File: config.mk
export PLATFORM = sky130hd
export DESIGN_NAME = skid_buffer_sync_flat
export DESIGN_NICKNAME = d
export VERILOG_FILES = /design/src/rtl/skid_buffer_sync_pkg.sv /design/src/rtl/skid_buffer_sync_if.sv /design/src/rtl/skid_buffer_sync_data_reg_en.sv /design/src/rtl/skid_buffer_sync.sv /design/src/flat_wrapper.sv
export SDC_FILE = /design/constraint.sdc
export NUM_CORES = 1
export LEC_CHECK = 0
export ABC_AREA = 1
export CORE_UTILIZATION = 46
export DETAILED_ROUTE_END_ITERATION = 12
export PLACE_DENSITY = 0.77
export SLEW_MARGIN = 20
export SYNTH_ARGS = -nofsm -noshare
export SYNTH_HDL_FRONTEND = slang
export SYNTH_HIERARCHICAL = 1
export SYNTH_SLANG_ARGS = --single-unit
File: constraint.sdc
create_clock -name clk -period 1.9 [get_ports clk]
set_clock_uncertainty 0.2 [all_clocks]
set_input_delay 0.19 -clock clk [delete_from_list [all_inputs] [get_ports clk]]
set_output_delay 0.19 -clock clk [all_outputs]
set_load 0.1 [all_outputs]
File: src/rtl/skid_buffer_sync_pkg.sv
// Shared types for the two-entry skid buffer: FSM state encoding and occupancy width.
package skid_pkg;

   localparam int COUNT_W = 2;

   // Encodings equal the number of words held, so occupancy decodes directly from state.
   typedef enum logic [1:0] {
      EMPTY = 2'd0,
      BUSY  = 2'd1,
      FULL  = 2'd2
   } state_t;

   function automatic logic [COUNT_W-1:0] state_count(input state_t s);
      case (s)
         BUSY:    return 2'd1;
         FULL:    return 2'd2;
         default: return 2'd0;
      endcase
   endfunction

endpackage

File: src/rtl/skid_buffer_sync_if.sv
// Producer-side and consumer-side valid/ready handshake bundle for the skid buffer.
interface skid_buffer_sync_if #(
   parameter int WIDTH = 8
);
   logic             s_valid;
   logic             s_ready;
   logic [WIDTH-1:0] s_data;
   logic             m_valid;
   logic             m_ready;
   logic [WIDTH-1:0] m_data;

   // slave: the buffer's view; master: the surrounding producer/consumer view.
   modport slave  (input  s_valid, s_data, m_ready, output s_ready, m_valid, m_data);
   modport master (output s_valid, s_data, m_ready, input  s_ready, m_valid, m_data);
endinterface

File: src/rtl/skid_buffer_sync_data_reg_en.sv
// WIDTH-bit register with load enable; async active-low reset clears it to zero.
module data_reg_en #(
   parameter int WIDTH = 8
) (
   input  logic             clk,
   input  logic             rst_n,
   input  logic             en,
   input  logic [WIDTH-1:0] d,
   output logic [WIDTH-1:0] q
);

   always_ff @(posedge clk or negedge rst_n) begin
      if (!rst_n) begin
         q <= '0;
      end else if (en) begin
         q <= d;
      end
   end

endmodule

File: src/rtl/skid_buffer_sync.sv
// Two-entry skid buffer: one-cycle latency, full throughput, s_ready decoded from state flops only.
// Flush empties the buffer with priority over push/pop; data registers hold stale contents.
module skid_buffer_sync
   import skid_pkg::*;
#(
   parameter int WIDTH = 8
) (
   input  logic               clk,
   input  logic               reset,
   input  logic               flush,
   skid_buffer_sync_if.slave  bus,
   output logic [COUNT_W-1:0] count
);

   state_t           state;
   logic             push;
   logic             pop;
   logic             main_ld;
   logic             skid_ld;
   logic [WIDTH-1:0] main_d;
   logic [WIDTH-1:0] main_q;
   logic [WIDTH-1:0] skid_q;

   assign push = bus.s_valid & bus.s_ready;
   assign pop  = bus.m_valid & bus.m_ready;

   always_ff @(posedge clk or negedge reset) begin
      if (!reset) begin
         state <= EMPTY;
      end else if (flush) begin
         state <= EMPTY;
      end else begin
         case (state)
            EMPTY: if (push) state <= BUSY;
            BUSY: begin
               if (push && !pop)      state <= FULL;
               else if (pop && !push) state <= EMPTY;
            end
            FULL:  if (pop) state <= BUSY;
            default: state <= EMPTY;
         endcase
      end
   end

   // main refills from skid only when draining FULL; skid is always the younger word.
   always_comb begin
      main_ld = 1'b0;
      skid_ld = 1'b0;
      main_d  = bus.s_data;
      if (!flush) begin
         case (state)
            EMPTY: main_ld = push;
            BUSY: begin
               main_ld = push & pop;
               skid_ld = push & ~pop;
            end
            FULL: begin
               main_ld = pop;
               main_d  = skid_q;
            end
            default: ;
         endcase
      end
   end

   data_reg_en #(.WIDTH(WIDTH)) u_main (
      .clk   (clk),
      .rst_n (reset),
      .en    (main_ld),
      .d     (main_d),
      .q     (main_q)
   );

   data_reg_en #(.WIDTH(WIDTH)) u_skid (
      .clk   (clk),
      .rst_n (reset),
      .en    (skid_ld),
      .d     (bus.s_data),
      .q     (skid_q)
   );

   assign bus.m_data  = main_q;
   assign bus.m_valid = (state != EMPTY);
   assign bus.s_ready = (state != FULL) & reset;
   assign count       = state_count(state);

endmodule

File: src/flat_wrapper.sv
// flat-port wrapper written by rule: the top's interface ports become plain ports
module skid_buffer_sync_flat import skid_pkg::*;
#(
   parameter int WIDTH = 8
)
  (clk, reset, flush, count, bus_s_valid, bus_s_data, bus_m_ready, bus_s_ready, bus_m_valid, bus_m_data);
  skid_buffer_sync_if #(.WIDTH(WIDTH)) bus_i ();
  input  logic clk;
  input  logic reset;
  input  logic flush;
  output logic [COUNT_W-1:0] count;
  input wire logic [$bits(bus_i.s_valid)-1:0] bus_s_valid;
  input wire logic [$bits(bus_i.s_data)-1:0] bus_s_data;
  input wire logic [$bits(bus_i.m_ready)-1:0] bus_m_ready;
  output wire logic [$bits(bus_i.s_ready)-1:0] bus_s_ready;
  output wire logic [$bits(bus_i.m_valid)-1:0] bus_m_valid;
  output wire logic [$bits(bus_i.m_data)-1:0] bus_m_data;
  assign bus_i.s_valid = bus_s_valid;
  assign bus_i.s_data = bus_s_data;
  assign bus_i.m_ready = bus_m_ready;
  assign bus_s_ready = bus_i.s_ready;
  assign bus_m_valid = bus_i.m_valid;
  assign bus_m_data = bus_i.m_data;
  skid_buffer_sync #(.WIDTH(WIDTH)) u_core (.clk(clk), .reset(reset), .flush(flush), .bus(bus_i), .count(count));
endmodule
# After elaboration in Yosys (flattened, before gate mapping)
# Cells that the tools add are included.
[totals] elab_cells=35 inputBits=13 out_inout_bits=12 register_bits=18
[op_classes] reduce_logical=7 n_eq_ne=6 n_bitwise=6 n_mux=13
[op_table] op="8-bit two-way mux" count=2
[op_table] op="2-bit two-way mux" count=5
[op_table] op="3-bit by 2-bit != test with 1-bit output (second input constant)" count=2
[op_table] op="2-bit case mux with 3 select lines" count=1
[op_table] op="1-bit bitwise AND" count=5
[op_table] op="4-bit by 2-bit != test with 1-bit output (second input constant)" count=1
[op_table] op="2-bit case mux with 2 select lines" count=1
[op_table] op="1-bit two-way mux" count=3
[op_table] op="1-bit case mux with 3 select lines" count=1
[op_table] op="3-bit AND reduction" count=1
[op_table] op="2-bit by 1-bit equality test with 1-bit output (second input constant)" count=1
[op_table] op="2-bit equality test (second input constant)" count=1
[op_table] op="1-bit logical AND" count=2
[op_table] op="1-bit logical NOT" count=2
[op_table] op="2-bit logical NOT" count=1
[op_table] op="2-bit != test (second input constant)" count=1
[op_table] op="2-bit nonzero test" count=1
[op_table] op="1-bit inverter" count=1

# Depth between registers and ports, before layout
# Gate-level depths: netlist (run 1).
[depth] depth_word=9 depth_mapped=9

# By module
# Netlist (run 1), hierarchy kept.
[modules_own_cells] module="data_reg_en" area_per_inst_um2=305.3 cells_each=34 seq_area_each_um2=200.2 n_inst=2
[modules_own_cells] module="skid_buffer_sync" area_per_inst_um2=285.3 cells_each=58 seq_area_each_um2=50.0 n_inst=1

# Worst setup path before layout (run 1)
# No wires, ideal clock.
[synth_path] kind="register -> register" start="reg u_core.state[1]" end="reg u_core.u_skid.q[0]" setup_time_ps=116 t_arrival_ps=2424 path_stages_with_launch=8 required_ps=1584 path_buffers=1 setup_slack_ps=-841 cell_sequence="dfrtp_1 -> nor2_1 -> nand2_1 -> nor2_1 -> buf_6 -> inv_2 -> nand2_1 -> nand2_1"
[synth_via] elab_chain_cells=6 word_cells_on_any_way=10 cone_classes="eq/ne (2); mux (2); bitwise (5); reduce/logical (1)"
[synth_lines] element="start, declared" line_no="skid_buffer_sync.sv:15" source="state_t state;"
[synth_lines] element="start signal, assigned" line_no="skid_buffer_sync.sv:29" source="state <= EMPTY;"
[synth_lines] element="start signal, assigned" line_no="skid_buffer_sync.sv:31" source="state <= EMPTY;"
[synth_lines] element="start signal, assigned" line_no="skid_buffer_sync.sv:34" source="EMPTY: if (push) state <= BUSY;"
[synth_lines] element="2-bit != test / 2-bit nonzero test (equally long branches)" line_no="skid_buffer_sync.sv:84, skid_buffer_sync.sv:83"
[synth_lines] element="1-bit bitwise AND, on equally long branches" line_no="skid_buffer_sync.sv:84, skid_buffer_sync.sv:25"
[synth_lines] element="1-bit bitwise AND / 1-bit inverter (equally long branches)" line_no="skid_buffer_sync.sv:24, skid_buffer_sync.sv:55"
[synth_lines] element="1-bit bitwise AND" line_no="skid_buffer_sync.sv:55" source="skid_ld = push & ~pop;"
[synth_lines] element="1-bit two-way mux (*)" line_no="skid_buffer_sync.sv:51" source="case (state)"
[synth_lines] element="1-bit two-way mux (*)" line_no="skid_buffer_sync.sv:50" source="if (!flush) begin"
[synth_lines] element="via u_core.skid_ld" line_no="skid_buffer_sync.sv:19" source="logic skid_ld;"
[synth_lines] element="end signal, assigned" line_no="skid_buffer_sync_data_reg_en.sv:14" source="q <= '0;"
[synth_lines] element="end signal, assigned" line_no="skid_buffer_sync_data_reg_en.sv:16" source="q <= d;"
[synth_lines] element="end, declared" line_no="skid_buffer_sync_data_reg_en.sv:9" source="output logic [WIDTH-1:0] q"
# Mark *: on every way through the listed nets, which the timed path passes. The rest lies on a longest branch.
# A chain may end at the register's enable or synchronous reset.

# Worst setup path in the final report (run 1)
[layout_path] start="reg u_core.state[1]" end="reg u_core.u_skid.q[1]"
# The elaborated chain is that of the path after synthesis.

==> summary.txt, run 1 <==
Global route
  – Vias in the first global route: 768
  – Total grt overflow: 0
  – Tot GR Track Use: 0.216
  – Antenna violations before repair: 0
  – Largest net degree at the start of global routing: 20
  – First-pass GRT wire length: about 3.2 mm

Worst setup path
  – CP Launch Type: register
  – RR Startpoint: u_core/state[1]
  – R2R cell count: 8
  – CP Data Required Time: a little under 2 ns
  – Worst endpoint data arrival time: between 1.5 and 2 ns
  – Critical-path maximum fanout: 5
  – CP Capture Type: register
  – Crit path kind: reg -> reg
  – Critical path origin: u_core/state[1]

Timing
  – Max Fclk: approximately 0.57 GHz
  – Period utilisation layout: 0.916
  – Tmin final: approximately 1.7 ns
  – Fin. max-slew vios: 0
  – Slew HR: 0.797
  – Final setup fails: 0
  – Worst Tran Pin Value: roughly 0.30 ns
  – RSZ-0062 raised after global routing: false
  – Final Hold Viols: 0
  – Final hold slack: about 0.056 ns

Clocking
  – CTS resizes: 0
  – CTS clock-pin slew for the worst setup and hold paths: 0.11 ns
  – Clk root buf: clkbuf_4
  – Setup bufs post-CTS: 0
  – Hold Buf Count CTS: 0
  – CTS tree: built
  – Clk sinks: 18
  – H-tree Lvls: 1
  – Worst-case clock buffer depth: 2
  – Total CTS buffers: 3
  – Skew-Pair Late Insertion Delay: approximately 0.28 ns

Placement
  – Port Buffer Count: 24
  – RePlAce Congestion: between 0.7 and 0.8
  – Placed cell area: between 1000 and 1500 um2
  – Detailed placer's ending HPWL: ~1.5 mm

Power and ir drop
  – Maximum vdd drop: between 0.7 and 0.8 mV
  – Pwr dens: roughly 1400 nW/um2
  – Clock power frac: 0.109
  – Leak: 0.695 nW
  – Comb pwr share: 0.543
  – Seq pwr share: 0.348
  – Internal power: between 0.8 and 0.9 mW
  – Net load switching power: about 0.89 mW
  – Net Sw Frac: 0.511

Status
  – Status: complete, no violations

Detailed routing
  – Detail Route Antenna Nets: 0
  – DRC viols: 0
  – Vias per cell: ~4.8
  – DR WL/cell: 11.2 um
  – Starting DRT DRC Count: 19
  – DR vias: 886
  – Drt total wl: slightly above 2 mm
  – First-pass DRT Iterations: 4

Final layout
  – Share of cells above drive strength 1: 0.222
  – # fillers: ~150
  – Nets: 172
  – Inserted Diodes: 0
  – Register Area: around 450 um2
  – Finished Cell Area: between 1000 and 1500 um2
  – Layout area overhead: 43.6%
  – Multi-input logic area: approximately 420 um2

Synth
  – Primary FF master, synth: dfrtp_1
  – Sequential share of the synthesized area: 0.503
  – Number of synthesized register bits: 18
  – Yosys top cell by area: dfrtp_1
  – Yosys warns: 6
  – Synth cell count leaders: nand2_1, dfrtp_1, inv_1, inv_2, nor2_1
  – Synth top area cells: dfrtp_1, nand2_1, buf_6
  – Avg Inst Size Synth: ~7 um2
  – Number of synthesized flops with an enable pin: 0
  – Net Count, Synth: ~140
  – Post-Syn Area: between 800 and 900 um2
  – Yosys top cell area share: 0.503
  – Most numerous cell in the Yosys netlist: nand2_1
  – Cell variety after synth: 13
  – Cells after Synth: 126
  – Ys async rst share: 1.00

Die
  – Initial Util: 0.502
  – Die outline width: roughly 46 um
  – Std cell rows: 15
  – I/O pin cnt: 25
  – Height of the die: between 40 and 50 um
  – Die area: ~2100 um2
  – Core ar.: between 1500 and 2000 um2

Min path
  – Hold WC Path Type: in -> async

Run
  – Max cap viols: 0
layer usage:
metal	vias up	global-route usage	wire [um]
met4	0	0.0882	27
met1	404	0.281	920
li1	444	-	-
met2	32	0.341	987
met5	-	0	0
met3	6	0.0549	107
state kept, by name, summed over array words and instances (netlist names):
| register | cells |
|---|---|
| u_core/state | 2 |
| u_core/u_main/q | 8 |
| u_core/u_skid/q | 8 |
cells by family (layout without fill, tap and decap cells):
family	after synthesis	after routing	share of synthesized area
flip-flops	18	18	0.503
AO/OA/AOI/OAI	5	5	0.0321
buffers and inverters	12	44	0.0670
AND/OR/NAND/NOR	91	91	0.398
layout by cell type, fill, tap and decap left out:
master            n
buf_4            13
inv_2             3
buf_12            5
nand3_1           2
nand3_2           2
clkbuf_4          3
o21ai_1           2
a21oi_4           1
nor2_2            1
inv_1             5
dfrtp_1          17
nor2_4            2
nand2_2           1
a21oi_2           1
clkdlybuf4s50_1  12
o21ai_0           1
dfrtp_2           1
clkbuf_1          1
inv_4             2
nand2_1          80
nor2_1            3
metrics by stage:
step / utilization / total power [mW] / cells / worst slack (ns) / setup TNS (ns)
after CTS: 0.721 / 1.76 / 183 / 0.173 / 0
after floorplan: - / 1.29 / 126 / -0.0482 / -0.746
after global routing: 0.721 / 1.84 / 183 / 0.101 / 0
after global placement: 0.707 / 1.54 / 179 / 0.127 / 0
after detailed placement: 0.707 / 1.56 / 179 / 0.0727 / 0
final: 0.721 / 1.75 / 183 / 0.159 / 0
power groups by stage:
stage	Clock [mW]	Combinational, mW	Sequential [mW]
finish	0.190	0.948	0.607
global route	0.216	0.999	0.623
CTS	0.199	0.952	0.609
detailed placement	0	0.949	0.616
global placement	0	0.936	0.606
floorplan	0	0.292	0.998
final cells by class:
cell class,instances,area share
clock buffer,4,0.0204
tap,25,0.0243
sequential,18,0.351
timing repair buffer,30,0.247
multi-input combinational,96,0.324
inverter,10,0.0331
critical path, stage by stage, from the launching register on:
cell and delay (ns):
dfrtp_2 0.49, inv_2 0.13, nand2_2 0.09, nand2_1 0.09, nand3_2 0.11, nor2_2 0.27, buf_4 0.18, nand2_1 0.04
nand2_1 0.07
final timing paths:
check,slack [ns],end
worst max-delay path,0.16,u_core/u_skid/q[1]
worst min-delay path,0.06,u_core/u_main/q[3]
worst max register to register,0.16,u_core/u_skid/q[1]
worst min register to register,0.28,u_core/u_skid/q[7]
max in group asynchronous,1.22,u_core/state[1]
min in group clk,0.27,u_core/u_skid/q[2]
No activity file was read; power rests on OpenSTA's default activity.
==> run 2: changes to the inputs <==
Settings changed: CAP_MARGIN set to 25, CTS_CLUSTER_DIAMETER set to 50.
==> results of run 2 <==
Final layout, timing and power as in run 1 (identical DEF).
==> run 3: changes to the inputs <==
Settings changed: CORE_UTILIZATION 46 to 40, PLACE_DENSITY 0.77 to 0.69.
==> summary.txt, run 3 (synthesized netlist as in run 1, its figures left out) <==
Status
  – Status: complete, no violations

Final layout
  – Finished Cell Area: roughly 1300 um2
  – Inserted Diodes: 0
  – Commonest non-fill, non-tap cells in the layout: nand2_1, dfrtp_1, clkdlybuf4s50_1, buf_4, buf_12
  – Final Util: 0.646
  – Share of cells above drive strength 1: 0.217
  – Layout area overhead: 47.2%
  – Nets: 171
  – Commonest non-fill, non-tap cell in the layout: nand2_1
  – Biggest regs: u_core/u_main/q: 8 flops, u_core/u_skid/q: 8 flops, u_core/state: 2 flops
  – # fillers: 190

Worst setup path
  – RR Startpoint: u_core/state[1]
  – Critical-path maximum fanout: 9
  – Worst setup endpoint: u_core/u_skid/q[7]
  – FF-to-FF setup slack: about 0.23 ns
  – CP Launch Type: register
  – Critical R2R Capture: u_core/u_skid/q[7]
  – Critical path origin: u_core/state[1]
  – CP Data Required Time: ~1.9 ns
  – R2R cell count: 9
  – Worst endpoint data arrival time: between 1.5 and 2 ns
  – Crit path kind: reg -> reg
  – CP Capture Type: register

Placement
  – Port Buffer Count: 24
  – Placed cell area: about 1300 um2
  – RePlAce Congestion: around 0.84
  – Detailed placer's ending HPWL: roughly 1.5 mm

Timing
  – RSZ-0062 raised after global routing: false
  – Tmin final: approximately 1.7 ns
  – Slew HR: 0.816
  – Fin. max-slew vios: 0
  – Final Hold Viols: 0
  – Period utilisation layout: 0.877
  – Setup TNS: 0 ns
  – Worst Tran Pin Value: between 0.2 and 0.3 ns
  – Final setup fails: 0
  – Max Fclk: around 0.6 GHz

Global route
  – Vias in the first global route: slightly above 700
  – Largest net degree at the start of global routing: 20
  – Tot GR Track Use: 0.171
  – First-pass GRT wire length: approximately 3.2 mm
  – Total grt overflow: 0
  – Antenna violations before repair: 0

Power and ir drop
  – Total power: 1.79 mW
  – Pwr dens: 1360 nW/um2
  – Leak: roughly 0.70 nW
  – Maximum vdd drop: 0.757 mV

Detailed routing
  – DR vias: between 800 and 900
  – Drt total wl: ~1.9 mm
  – Detail Route Antenna Nets: 0
  – Vias per cell: around 4.7
  – DR WL/cell: between 10 and 15 um
  – First-pass DRT Iterations: 4
  – Starting DRT DRC Count: 42
  – DRC viols: 0

Die
  – Die outline width: 49.3 um
  – Initial Util: 0.439
  – Core ar.: approximately 2000 um2
  – Die area: 2430 um2
  – Height of the die: around 49 um
  – I/O pin cnt: 25
  – Std cell rows: 16

Clocking
  – Skew-Pair Late Insertion Delay: approximately 0.29 ns
  – Setup bufs post-CTS: 0
  – Hold Buf Count CTS: 0
  – Worst-case clock buffer depth: 2
  – CTS tree: built
  – Clk root buf: clkbuf_4
  – CTS clock-pin slew for the worst setup and hold paths: 0.10 ns
  – Total CTS buffers: 3
  – H-tree Lvls: 1
  – Clk sinks: 18
  – CTS resizes: 0

Run
  – Max cap viols: 0

Min path
  – Hold WC Path Type: in -> async
run 3: cell type report:
| type | count | area (um2) | area share |
|---|---|---|---|
| flip-flops and latches | 18 | 452 | 0.343 |
| multi-input cells | 96 | 417 | 0.316 |
| repair buffers | 29 | 348 | 0.264 |
| inverters | 10 | 42.5 | 0.0323 |
| well taps | 27 | 33.8 | 0.0256 |
| clock buffers | 4 | 26.3 | 0.0199 |
run 3: worst min-delay path by stage:
stage / startpoint / to / slack, ns
after floorplan: reset / u_core/state[0] / -0.31
after global placement: u_core/u_main/q[0] / u_core/u_main/q[0] / 0.26
after detailed placement: u_core/u_main/q[0] / u_core/u_main/q[0] / 0.26
after CTS: reset / u_core/u_skid/q[0] / 0.06
after global routing: reset / u_core/u_skid/q[0] / 0.07
final: reset / u_core/u_skid/q[0] / 0.06
run 3: metal layers:
layer | wire length (um) | GRT usage | vias up
met5 | 0 | 0 | -
met4 | 0 | 0.0294 | 0
met3 | 138 | 0.0561 | 0
met2 | 844 | 0.240 | 33
met1 | 916 | 0.254 | 380
li1 | - | - | 444
run 3: report_power, final:
part           switching (mW)  internal (mW)  leakage, nW
combinational           0.697          0.284        0.459
clock                   0.107         0.0816       0.0150
sequential             0.0933          0.525        0.226
run 3: metrics by stage:
step	cells	hold WS [ns]	worst slack [ns]
floorplan	126	-0.306	-0.0482
global placement	180	0.257	0.152
detailed placement	180	0.262	0.100
CTS	184	0.0578	0.226
global route	184	0.0672	0.144
finish	184	0.0565	0.235
run 3: worst max-delay path, stage by stage (launching register included):
cell and delay, ns:
dfrtp_2 0.48, inv_2 0.13, nand2_2 0.10, nand2_1 0.11, nand3_2 0.11, nor2_2 0.15, buf_12 0.14, inv_4 0.05
nand2_1 0.05, nand2_1 0.05
